### src/rtl/gray_cntr_pkg.sv
// Shared Gray-code helpers and counter operation encoding.
// The functions work at MAX_W bits; callers zero-extend and then truncate.
package gray_pkg;

  localparam int MAX_W = 64;
  localparam logic [MAX_W-1:0] ALL_ONES  = '1;
  localparam logic [MAX_W-1:0] ALL_ZEROS = '0;

  typedef enum logic [1:0] {
    OP_HOLD,
    OP_STEP,
    OP_LOAD,
    OP_CLEAR
  } cntr_op_e;

  function automatic logic [MAX_W-1:0] bin2gray(input logic [MAX_W-1:0] bin);
    return bin ^ (bin >> 1);
  endfunction

  // Zero upper bits leave the MSB-first XOR chain unaffected, so any narrower width decodes correctly.
  function automatic logic [MAX_W-1:0] gray2bin(input logic [MAX_W-1:0] gray);
    logic [MAX_W-1:0] bin;
    bin[MAX_W-1] = gray[MAX_W-1];
    for (int i = MAX_W - 2; i >= 0; i--) begin
      bin[i] = bin[i+1] ^ gray[i];
    end
    return bin;
  endfunction

endpackage

### src/rtl/gray_cntr_if.sv
// Control, count and decode signals of gray_cntr.
// The master modport is the driving side, and the slave modport is the counter side.
interface gray_cntr_if #(
  parameter int WIDTH = 8
);

  logic             clear;
  logic             load;
  logic [WIDTH-1:0] load_val;
  logic             en;
  logic             dn;
  logic [WIDTH-1:0] cntr;
  logic [WIDTH-1:0] gc;
  logic             wrap;
  logic [WIDTH-1:0] gc_in;
  logic [WIDTH-1:0] gc_in_bin;

  modport master (
    output clear, load, load_val, en, dn, gc_in,
    input  cntr, gc, wrap, gc_in_bin
  );

  modport slave (
    input  clear, load, load_val, en, dn, gc_in,
    output cntr, gc, wrap, gc_in_bin
  );

endinterface

### src/rtl/gray_cntr_dec.sv
// Registered Gray-to-binary decode of an already-synchronised remote pointer.
// It has its own reset so that FIFO status logic can reuse it.
module gray_dec
  import gray_pkg::*;
#(
  parameter int WIDTH = 8
) (
  input  logic             clk,
  input  logic             rstn,
  input  logic [WIDTH-1:0] gc_in,
  output logic [WIDTH-1:0] gc_in_bin
);

  logic [WIDTH-1:0] gc_in_bin_comb;

  assign gc_in_bin_comb = WIDTH'(gray2bin(MAX_W'(gc_in)));

  always_ff @(posedge clk or negedge rstn) begin
    if (!rstn) begin
      gc_in_bin <= '0;
    end else begin
      gc_in_bin <= gc_in_bin_comb;
    end
  end

endmodule

### src/rtl/gray_cntr.sv
// Parametrised binary/Gray counter with load, up/down, wrap pulse and remote pointer decode.
// Defining GRAY_CNTR_SAT_EN makes the counter saturate at its ends instead of wrapping.
module gray_cntr
  import gray_pkg::*;
#(
  parameter int               WIDTH   = 8,
  parameter logic [WIDTH-1:0] RST_VAL = '1
) (
  input  logic      clk,
  input  logic      rstn,
  gray_cntr_if.slave bus
);

  localparam logic [WIDTH-1:0] ONES  = ALL_ONES[WIDTH-1:0];
  localparam logic [WIDTH-1:0] ZEROS = ALL_ZEROS[WIDTH-1:0];

  cntr_op_e         op;
  logic [WIDTH-1:0] cntr;
  logic [WIDTH-1:0] cntr_next;
  logic [WIDTH-1:0] gc;
  logic             wrap;
  logic             wrap_next;
  logic             at_bound;

  always_comb begin
    op = OP_HOLD;
    if (bus.clear) begin
      op = OP_CLEAR;
    end else if (bus.load) begin
      op = OP_LOAD;
    end else if (bus.en) begin
      op = OP_STEP;
    end
  end

  // A step is at the boundary when it would cross the all-ones/zero seam in the current direction.
  always_comb begin
    at_bound  = bus.dn ? (cntr == ZEROS) : (cntr == ONES);
    cntr_next = cntr;
    wrap_next = 1'b0;
    case (op)
      OP_CLEAR: cntr_next = RST_VAL;
      OP_LOAD:  cntr_next = bus.load_val;
      OP_STEP: begin
        wrap_next = at_bound;
`ifdef GRAY_CNTR_SAT_EN
        if (!at_bound) begin
          cntr_next = bus.dn ? cntr - WIDTH'(1) : cntr + WIDTH'(1);
        end
`else
        cntr_next = bus.dn ? cntr - WIDTH'(1) : cntr + WIDTH'(1);
`endif
      end
      default: cntr_next = cntr;
    endcase
  end

  // gc is encoded from the next-state value, so it shares cntr's cycle and flops cleanly without glitches.
  always_ff @(posedge clk or negedge rstn) begin
    if (!rstn) begin
      cntr <= RST_VAL;
      gc   <= WIDTH'(bin2gray(MAX_W'(RST_VAL)));
      wrap <= 1'b0;
    end else begin
      cntr <= cntr_next;
      gc   <= WIDTH'(bin2gray(MAX_W'(cntr_next)));
      wrap <= wrap_next;
    end
  end

  assign bus.cntr = cntr;
  assign bus.gc   = gc;
  assign bus.wrap = wrap;

  gray_dec #(
    .WIDTH(WIDTH)
  ) u_dec (
    .clk      (clk),
    .rstn     (rstn),
    .gc_in    (bus.gc_in),
    .gc_in_bin(bus.gc_in_bin)
  );

endmodule

### src/flat_wrapper.sv
// flat-port wrapper written by rule: the top's interface ports become plain ports
module gray_cntr_flat import gray_pkg::*;
#(
  parameter int               WIDTH   = 8,
  parameter logic [WIDTH-1:0] RST_VAL = '1
)
  (clk, rstn, bus_clear, bus_load, bus_load_val, bus_en, bus_dn, bus_gc_in, bus_cntr, bus_gc, bus_wrap, bus_gc_in_bin);
  gray_cntr_if #(.WIDTH(WIDTH)) bus_i ();
  input  logic clk;
  input  logic rstn;
  input wire logic [$bits(bus_i.clear)-1:0] bus_clear;
  input wire logic [$bits(bus_i.load)-1:0] bus_load;
  input wire logic [$bits(bus_i.load_val)-1:0] bus_load_val;
  input wire logic [$bits(bus_i.en)-1:0] bus_en;
  input wire logic [$bits(bus_i.dn)-1:0] bus_dn;
  input wire logic [$bits(bus_i.gc_in)-1:0] bus_gc_in;
  output wire logic [$bits(bus_i.cntr)-1:0] bus_cntr;
  output wire logic [$bits(bus_i.gc)-1:0] bus_gc;
  output wire logic [$bits(bus_i.wrap)-1:0] bus_wrap;
  output wire logic [$bits(bus_i.gc_in_bin)-1:0] bus_gc_in_bin;
  assign bus_i.clear = bus_clear;
  assign bus_i.load = bus_load;
  assign bus_i.load_val = bus_load_val;
  assign bus_i.en = bus_en;
  assign bus_i.dn = bus_dn;
  assign bus_i.gc_in = bus_gc_in;
  assign bus_cntr = bus_i.cntr;
  assign bus_gc = bus_i.gc;
  assign bus_wrap = bus_i.wrap;
  assign bus_gc_in_bin = bus_i.gc_in_bin;
  gray_cntr #(.WIDTH(WIDTH), .RST_VAL(RST_VAL)) u_core (.clk(clk), .rstn(rstn), .bus(bus_i));
endmodule
### config.mk
export PLATFORM = sky130hd
export DESIGN_NAME = gray_cntr_flat
export DESIGN_NICKNAME = d
export VERILOG_FILES = /design/src/rtl/gray_cntr_pkg.sv /design/src/rtl/gray_cntr_if.sv /design/src/rtl/gray_cntr_dec.sv /design/src/rtl/gray_cntr.sv /design/src/flat_wrapper.sv
export SDC_FILE = /design/constraint.sdc
export NUM_CORES = 1
export LEC_CHECK = 0
export ABC_AREA = 1
export BUFFER_PORTS_ARGS = -buffer_cell sky130_fd_sc_hd__clkbuf_2
export CORE_ASPECT_RATIO = 0.6
export CORE_UTILIZATION = 45
export DETAILED_ROUTE_END_ITERATION = 7
export PLACE_DENSITY = 0.75
export SYNTH_ARGS = -nofsm -noshare
export SYNTH_HDL_FRONTEND = slang
export SYNTH_HIERARCHICAL = 1
export SYNTH_SLANG_ARGS = --single-unit
### constraint.sdc
create_clock -name clk -period 2.93 [get_ports clk]
set_input_delay 0.586 -clock clk [delete_from_list [all_inputs] [get_ports clk]]
set_output_delay 0.586 -clock clk [all_outputs]
set_load 0.1 [all_outputs]
# Word-level counts from Yosys, hierarchy flattened
# Cells that the tools add are included.
[op_classes]
add_sub_neg = 2
eq_ne = 4
mux = 7
bitwise = 8
n_reduce_logical = 1
[ops]
columns = ["op", "count"]
rows = [
  ["case mux 8 bit (3 select lines)", 1],
  ["adder 8 x 1 -> 8 bit (second input constant)", 1],
  ["== test 8 bit (second input constant)", 1],
  ["zero test 8 bit", 1],
  ["2-to-1 mux 8 bit", 1],
  ["subtractor 8 x 1 -> 8 bit (second input constant)", 1],
  ["bitwise XOR 8 x 7 -> 8 bit", 1],
  ["bitwise XOR 1 bit", 7],
  ["== test 2 bit (second input constant)", 2],
  ["2-to-1 mux 2 bit", 2],
  ["2-to-1 mux 1 bit", 3],
  ["== test 2 x 1 -> 1 bit (second input constant)", 1],
]
[totals]
register_bits = 25
input_bits = 22
output_inout_bits = 25
elab_cells = 26

# Depth between registers and ports, before layout
# Gate-level depths: netlist (run 1).
[depth]
ltp_word = 7
depth_mapped = 12
mapped_depth_nobuf = 12

# By module
# The synthesis (run 1) kept the hierarchy.
[modules_own_cells]
columns = ["module", "instances", "cells_per_inst", "area_each_um2", "seq_area_each_um2"]
rows = [
  ["gray_cntr", 1, 150, 1166.1, 410.4],
  ["gray_dec", 1, 46, 420.4, 200.2],
]

# Worst setup path after synthesis (run 1)
# OpenSTA, ideal clock, no wires.
[synth_path]
path_kind = "flip-flop to flip-flop"
startpoint = "register u_core.cntr[2], in the netlist u_core/bus.cntr[2]"
endpoint = "register u_core.gc[5], in the netlist u_core/bus.gc[5]"
setup_time_ps = 116
arrival_time_ps = 1954
required_ps = 2814
setup_slack_ps = 860
stages_incl_launch_ff = 11
n_path_buf = 0
period_less_slack_ps = 2070
path_cell_list = "dfstp_2 -> ha_1 -> or2_4 -> nand3_1 -> nand2_1 -> nand2_1 -> nand3_1 -> nand2_1 -> nand2_1 -> nand2_1 -> nand2_1"
[synth_via]
elab_chain_cells = 4
word_cells_on_any_way = 5
classes_between = "2 x add/sub; 2 x mux; 1 x bitwise"
[synth_lines]
columns = ["element", "line", "source"]
rows = [
  ["from (decl)", "gray_cntr.sv:18", "logic [WIDTH-1:0] cntr;"],
  ["from (signal assigned)", "gray_cntr.sv:65", "cntr <= cntr_next;"],
  ["adder 8 x 1 -> 8 bit or subtractor 8 x 1 -> 8 bit (tied branches)", "gray_cntr.sv:51", "cntr_next = bus.dn ? cntr - WIDTH'(1) : cntr + WIDTH'(1);"],
  ["2-to-1 mux 8 bit (*)", "gray_cntr.sv:51", ""],
  ["case mux 8 bit (3 select lines) (*)", "gray_cntr.sv:41", "case (op)"],
  ["bitwise XOR 8 x 7 -> 8 bit (*)", "gray_cntr_pkg.sv:17", "return bin ^ (bin >> 1);"],
  ["to (signal assigned)", "gray_cntr.sv:62", "gc <= WIDTH'(bin2gray(MAX_W'(RST_VAL)));"],
  ["to (signal assigned)", "gray_cntr.sv:66", "gc <= WIDTH'(bin2gray(MAX_W'(cntr_next)));"],
  ["to (decl)", "gray_cntr.sv:20", "logic [WIDTH-1:0] gc;"],
]
# Mark *: on every way between the ends. The rest lies on a longest branch, timed or not.

==> results of run 1 <==
## worst max-delay path by stage
stage,start,endpoint,slack (ns),cells after the start
finish,u_core/bus.cntr[7],bus_gc[7],0.99,1
global route,bus_dn,u_core/bus.gc[6],0.86,11
detailed placement,bus_dn,u_core/bus.gc[5],0.77,11
CTS,u_core/bus.cntr[1],bus_cntr[1],0.98,1
floorplan,u_core/bus.cntr[2],u_core/bus.gc[5],0.86,10
global placement,bus_dn,u_core/bus.gc[6],0.83,12
## power by group through the flow
| stage | Combinational [uW] | Clock (uW) | Sequential [uW] |
|---|---|---|---|
| after floorplan | 176 | 0 | 702 |
| after global placement | 558 | 0 | 413 |
| after detailed placement | 565 | 0 | 413 |
| after CTS | 567 | 225 | 407 |
| after global routing | 606 | 237 | 412 |
| final | 565 | 215 | 407 |
## stage by stage
step	cell area (um2)	std cells	setup WS [ns]	hold slack (ns)
after floorplan	1590	196	0.860	0.290
after global routing	1910	289	0.864	0.349
after global placement	1850	285	0.827	0.606
after CTS	1910	289	0.980	0.324
after detailed placement	1850	285	0.772	0.609
final	1910	289	0.994	0.307
## worst register-to-register path, delay by kind of cell, from the launching register on
kind | cells | cell delay [ns]
compound gates | 1 | 0.21
simple gates | 7 | 0.69
flops | 1 | 0.59
fa+ha+maj | 1 | 0.27
## cell usage after synthesis, types with 4 or more instances
cell	count	area share, %
dfrtp_1	16	25
inv_1	31	7.3
nand3_1	22	6.9
o21ai_2	4	2.2
dfstp_2	8	13
nor2_1	6	1.4
nand2_1	52	12
a21oi_1	9	2.8
nand2_2	5	2.0
xor2_1	5	2.8
nand2_4	4	2.8
ha_1	6	4.7
nand3_2	8	5.0
## area by class of cell
| type | instances | share of cell area [%] |
|---|---|---|
| Clock buffer | 4 | 2.88 |
| Inverter | 34 | 6.68 |
| Multi-Input combinational cell | 136 | 43.4 |
| Sequential cell | 24 | 32.0 |
| Tap cell | 45 | 2.95 |
| Timing Repair Buffer | 46 | 12.1 |
## flip-flops by register name, indices dropped and copies added (netlist names)
register	cells
u_core/u_dec/gc_in_bin	8
u_core/bus.gc	7
u_core/bus.wrap	1
u_core/bus.cntr	8
## metal layers
metal  vias up  track usage (%)
met2        49             33.4
li1        719                -
met1       639             26.5
met3         2             5.90
met4         0             2.59
met5         -                0
## cell families (layout without fill, tap and decap cells)
logic type | Yosys count | after routing | synth area share (%)
AND/OR/NAND/NOR | 107 | 107 | 35.7
AO/OA/AOI/OAI | 17 | 17 | 7.81
adder cells (fa/ha/maj) | 7 | 7 | 5.99
XOR/XNOR | 5 | 5 | 2.76
buffers and inverters | 36 | 84 | 9.23
flip-flops | 24 | 24 | 38.5
==> summary.md, run 1 <==
| Metric | Value |
|---|---|
| Outcome | `finished, final reports clean` |
| FP Rows | `16` |
| Antenna-violating nets left | `0` |
| Internal | `607 uW` |
| Vias in the first global route | `1275` |
| Largest net degree at the start of global routing | `25` |
| Unrepaired setup endpoints after global routing | `no` |
| Fmax | `516 MHz` |
| First-pass iteration count of the detailed router | `4` |
| Grt total ovfl | `0` |
| Worst R2R End | `u_core/bus.gc[5]` |
| H-tree levels | `1` |
| CP max stage cell | `dfstp_2` |
| Mapped Area | `1590 um2` |
| Syn nets | `225` |
| Fin Setup TNS | `0 ns` |
| Synthesized flop and latch total | `24` |
| Initial drt markers | `65` |
| Worst-margin pin slew | `0.578 ns` |
| P per Cell Area | `622 nW/um2` |
| CP required | `2.34 ns` |
| DIE AREA | `3780 um2` |
| Top routing layer in use | `met4` |
| Share of flip-flops with an asynchronous set or reset | `100%` |
| Critical path buffers and inverters | `1` |
| Commonest cells after routing, fill and taps aside | `52 x nand2_1, 46 x clkbuf_2, 31 x inv_1, 22 x nand3_1, 16 x dfrtp_1` |
| Met2 Wirelength | `1390 um` |
| Final Setup Violations | `0` |
| Kind of critical path | `reg -> out` |
| Fill count | `323` |
| Sw Ratio | `48.9%` |
| Routed vias | `1409` |
| R2R depth | `9` |
| Clock buffer depth | `2` |
| CTS resizes | `0` |
| I/O pin cnt | `47` |
| Setup bufs post-CTS | `0` |
| Hold_buf cts | `0` |
| Sw power | `580 uW` |
| Max-cap viol count | `0` |
| R2r setup slk | `1.12 ns` |
| Die Width | `78.7 um` |
| Worst path top cell family by delay | `flip-flops` |
| Syn Inst Count | `196` |
| Post-synthesis sequential area ratio | `38.5%` |
| Wirelength per Cell | `11.4 um` |
| Most common cell after layout, fill and taps aside | `nand2_1` |
| Min Clock Period, post-route | `1.94 ns` |
| Nets | `274` |
| Synth Flop Type | `dfrtp_1` |
| Slowest Stage Delay on Critical Path | `0.61 ns` |
| Hold Path Class | `in -> async` |
| Initial Util | `48.0%` |
| Tcrit/Tclk final | `66.1%` |
| Total track usage | `19.8%` |
| CTS Buf Count | `3` |
| Core footprint | `3300 um2` |
| Crit-path cells | `clkbuf_2` |
| Element type at the critical path start | `flip-flop` |
| Reg power frac | `34.3%` |
| Clock-pin slew on the worst setup and hold paths | `0.08 ns` |
| Synthesis Warnings | `6` |
| Leak | `0.00107 uW` |
| WL final | `3310 um` |
| I/O Buffers | `46` |
| TritonCTS clock tree | `done` |
| Root Buffer | `clkbuf_8` |
| Register area | `611 um2` |
| Comb pwr share | `47.6%` |
| Distinct cells, synth | `28` |
| Synthesis-to-finish area growth | `20.3%` |
| M1 WL | `1660 um` |
| Vias per cell | `4.88` |
| Crit path arrival time | `1.35 ns` |
| First-pass GRT wire length | `5600 um` |
| Final Util | `57.8%` |
| DR WL met3 | `244 um` |
| Antenna violations before repair | `0` |
| Detailed placement HPWL | `2720 um` |
| Worst R2R Start | `u_core/bus.cntr[2]` |
| Post-synth EDFFs | `0` |
| Max-slew headroom | `61.5%` |
| Clk pwr share | `18.1%` |
| Drt drc | `0` |
| Pins Over Slew Limit | `0` |
| VDD IR-drop max | `0.381 mV` |
| Layout cells sized above 1 | `36.5%` |
| Final Hold Vio Count | `0` |
| Critical-path maximum fanout | `6` |
| RD Place Congestion | `0.877` |
| Overall power | `1190 uW` |
| Antenna cells | `0` |
| CP endpoint kind | `primary output` |
| Clock Sinks | `24` |
| Area taken by multi-input logic gates | `830 um2` |
| Clock Latency Late Sink | `0.26 ns` |
| Avg Cell Area, Syn | `8.09 um2` |
| Worst clock skew | `0.00112 ns` |
| Die height | `48.0 um` |
No activity file was read; power rests on OpenSTA's default activity.
==> run 2, diff against run 1 <==
==> constraint.sdc (replaced) <==
create_clock -name clk -period 1.9 [get_ports clk]
set_input_delay 0.38 -clock clk [delete_from_list [all_inputs] [get_ports clk]]
set_output_delay 0.38 -clock clk [all_outputs]
set_load 0.1 [all_outputs]
==> run 2 against run 1 <==
  * Non-clock buffer count grew 2
  * Clock power grew 53%
  * Combinational power grew 60%
  * Global-route usage shrank 1.4 points
  * Final cell count grew 0.69%
  * First-iteration DRC count shrank 4.6%
  * Critical path depth grew 8
  * Worst setup slack lost 0.92 ns
==> summary.md, run 2 (synthesized netlist as in run 1, its figures left out) <==
| Metric | Value |
|---|---|
| Final Hold Vio Count | `0` |
| Element type at the critical path start | `flip-flop` |
| Clock buffer depth | `2` |
| Total track usage | `18.4%` |
| Hold_buf cts | `0` |
| Worst R2R Start | `u_core/bus.cntr[2]` |
| R2R depth | `9` |
| Drt drc | `0` |
| Core footprint | `3300 um2` |
| Vias per cell | `4.86` |
| CP required | `2.10 ns` |
| FP Rows | `16` |
| First-pass iteration count of the detailed router | `4` |
| WL final | `3360 um` |
| RD Place Congestion | `0.830` |
| DIE AREA | `3780 um2` |
| I/O pin cnt | `47` |
| I/O Buffers | `46` |
| R2r setup slk | `0.08 ns` |
| Fin Setup TNS | `0 ns` |
| Kind of critical path | `reg -> reg` |
| Placed Area | `1910 um2` |
| H-tree levels | `1` |
| Antenna-violating nets left | `0` |
| Worst-margin pin slew | `0.549 ns` |
| Grt total ovfl | `0` |
| Clock Sinks | `24` |
| Hold Path Class | `in -> async` |
| Fmax | `548 MHz` |
| Leak | `0.00109 uW` |
| Synthesis-to-finish area growth | `26.5%` |
| Initial Util | `48.0%` |
| Final instance area | `2010 um2` |
| Layout cells sized above 1 | `39.8%` |
| Most common cell after layout, fill and taps aside | `nand2_1` |
| Initial drt markers | `62` |
| Final Util | `60.8%` |
| Pins Over Slew Limit | `0` |
| Min Clock Period, post-route | `1.82 ns` |
| Antenna violations before repair | `0` |
| Critical-path maximum fanout | `5` |
| Final Setup Violations | `0` |
| Tcrit/Tclk final | `96.0%` |
| Clock-pin slew on the worst setup and hold paths | `0.08 ns` |
| Max-cap viol count | `0` |
| Clock Latency Late Sink | `0.26 ns` |
| CTS Buf Count | `3` |
| CP endpoint kind | `flip-flop` |
| Antenna cells | `0` |
| Routed vias | `1415` |
| Vias in the first global route | `1135` |
| VDD IR-drop max | `0.671 mV` |
| Max-slew headroom | `63.4%` |
| First-pass GRT wire length | `5150 um` |
| Wirelength per Cell | `11.5 um` |
| Detailed placement HPWL | `2680 um` |
| Overall power | `1870 uW` |
| P per Cell Area | `931 nW/um2` |
| Outcome | `finished, final reports clean` |
| Die Width | `78.7 um` |
| Worst clock skew | `0.00105 ns` |
| Largest net degree at the start of global routing | `25` |
| Worst R2R End | `u_core/bus.gc[5]` |
| Root Buffer | `clkbuf_8` |
| Nets | `276` |
| Fill count | `320` |
| Top flop regs | `u_core/bus.cntr (8), u_core/u_dec/gc_in_bin (8), u_core/bus.gc (7)` |
| Crit path arrival time | `2.02 ns` |
| Die height | `48.0 um` |
| Commonest cells after routing, fill and taps aside | `51 x nand2_1, 45 x clkbuf_2, 31 x inv_1, 20 x nand3_1, 16 x dfrtp_1` |
| TritonCTS clock tree | `done` |
## run 2: changes by cell type in the layout (fill, tap and decap cells not counted), sizes merged
cell    delta
buf        +3
clkbuf     -1
## run 2: repair_timing
action	CTS	global route
resized for setup	0	6
buffers inserted	0	0
endpoints found under the setup margin	0	2
## run 2: critical path, stage by stage (launching register included)
cell     delay [ns]
dfstp_4        0.66
ha_4           0.21
or2_4          0.24
nand3_1        0.10
nand2_1        0.06
nand2_1        0.05
nand3_1        0.10
a21oi_2        0.20
nand2_1        0.07
nand2_1        0.07
## run 2: power breakdown
part / internal (uW) / total [uW] / leakage [uW] / switching (uW)
sequential: 593 / 638 / 0.000279 / 45.3
combinational: 186 / 903 / 0.000778 / 717
clock: 184 / 328 / 0.0000288 / 144
total: 964 / 1870 / 0.00109 / 906
## run 2: worst max path at each step
stage	slack [ns]	endpoint	cells after the start	start
5_1_grt	-0.01	u_core/bus.gc[6]	11	u_core/bus.cntr[6]
6_report	0.08	u_core/bus.gc[5]	9	u_core/bus.cntr[2]
4_1_cts	0.07	u_core/bus.gc[5]	9	u_core/bus.cntr[2]
2_1_floorplan	0.0001	u_core/bus.gc[6]	11	u_core/bus.cntr[4]
3_3_place_gp	-0.005	u_core/bus.gc[6]	11	bus_dn
3_5_place_dp	-0.07	u_core/bus.gc[5]	11	bus_dn
## run 2: layout make-up
cell class                      count  area (um2)  share of cell area, %
Inverter                           34         128                   6.36
Timing Repair Buffer               48         248                   12.3
Sequential cell                    24         637                   31.7
Clock buffer                        4        55.1                   2.74
Multi-Input combinational cell    136         883                   44.0
Tap cell                           45        56.3                   2.81
## run 2: layer usage
metal	vias to the layer above	wire length, um	track usage [%]
met2	54	1370	27.5
met1	636	1640	27.2
met4	0	0	0
li1	725	-	-
met3	0	344	6.48
met5	-	0	0
## run 2: metrics by stage
stage          hold WS, ns  worst slack (ns)  cells
2_1_floorplan       0.0844         0.0000999    196
3_5_place_dp         0.395           -0.0686    287
4_1_cts              0.109            0.0700    291
6_report            0.0922            0.0754    291
5_1_grt              0.138           -0.0114    291
3_3_place_gp         0.398          -0.00510    287
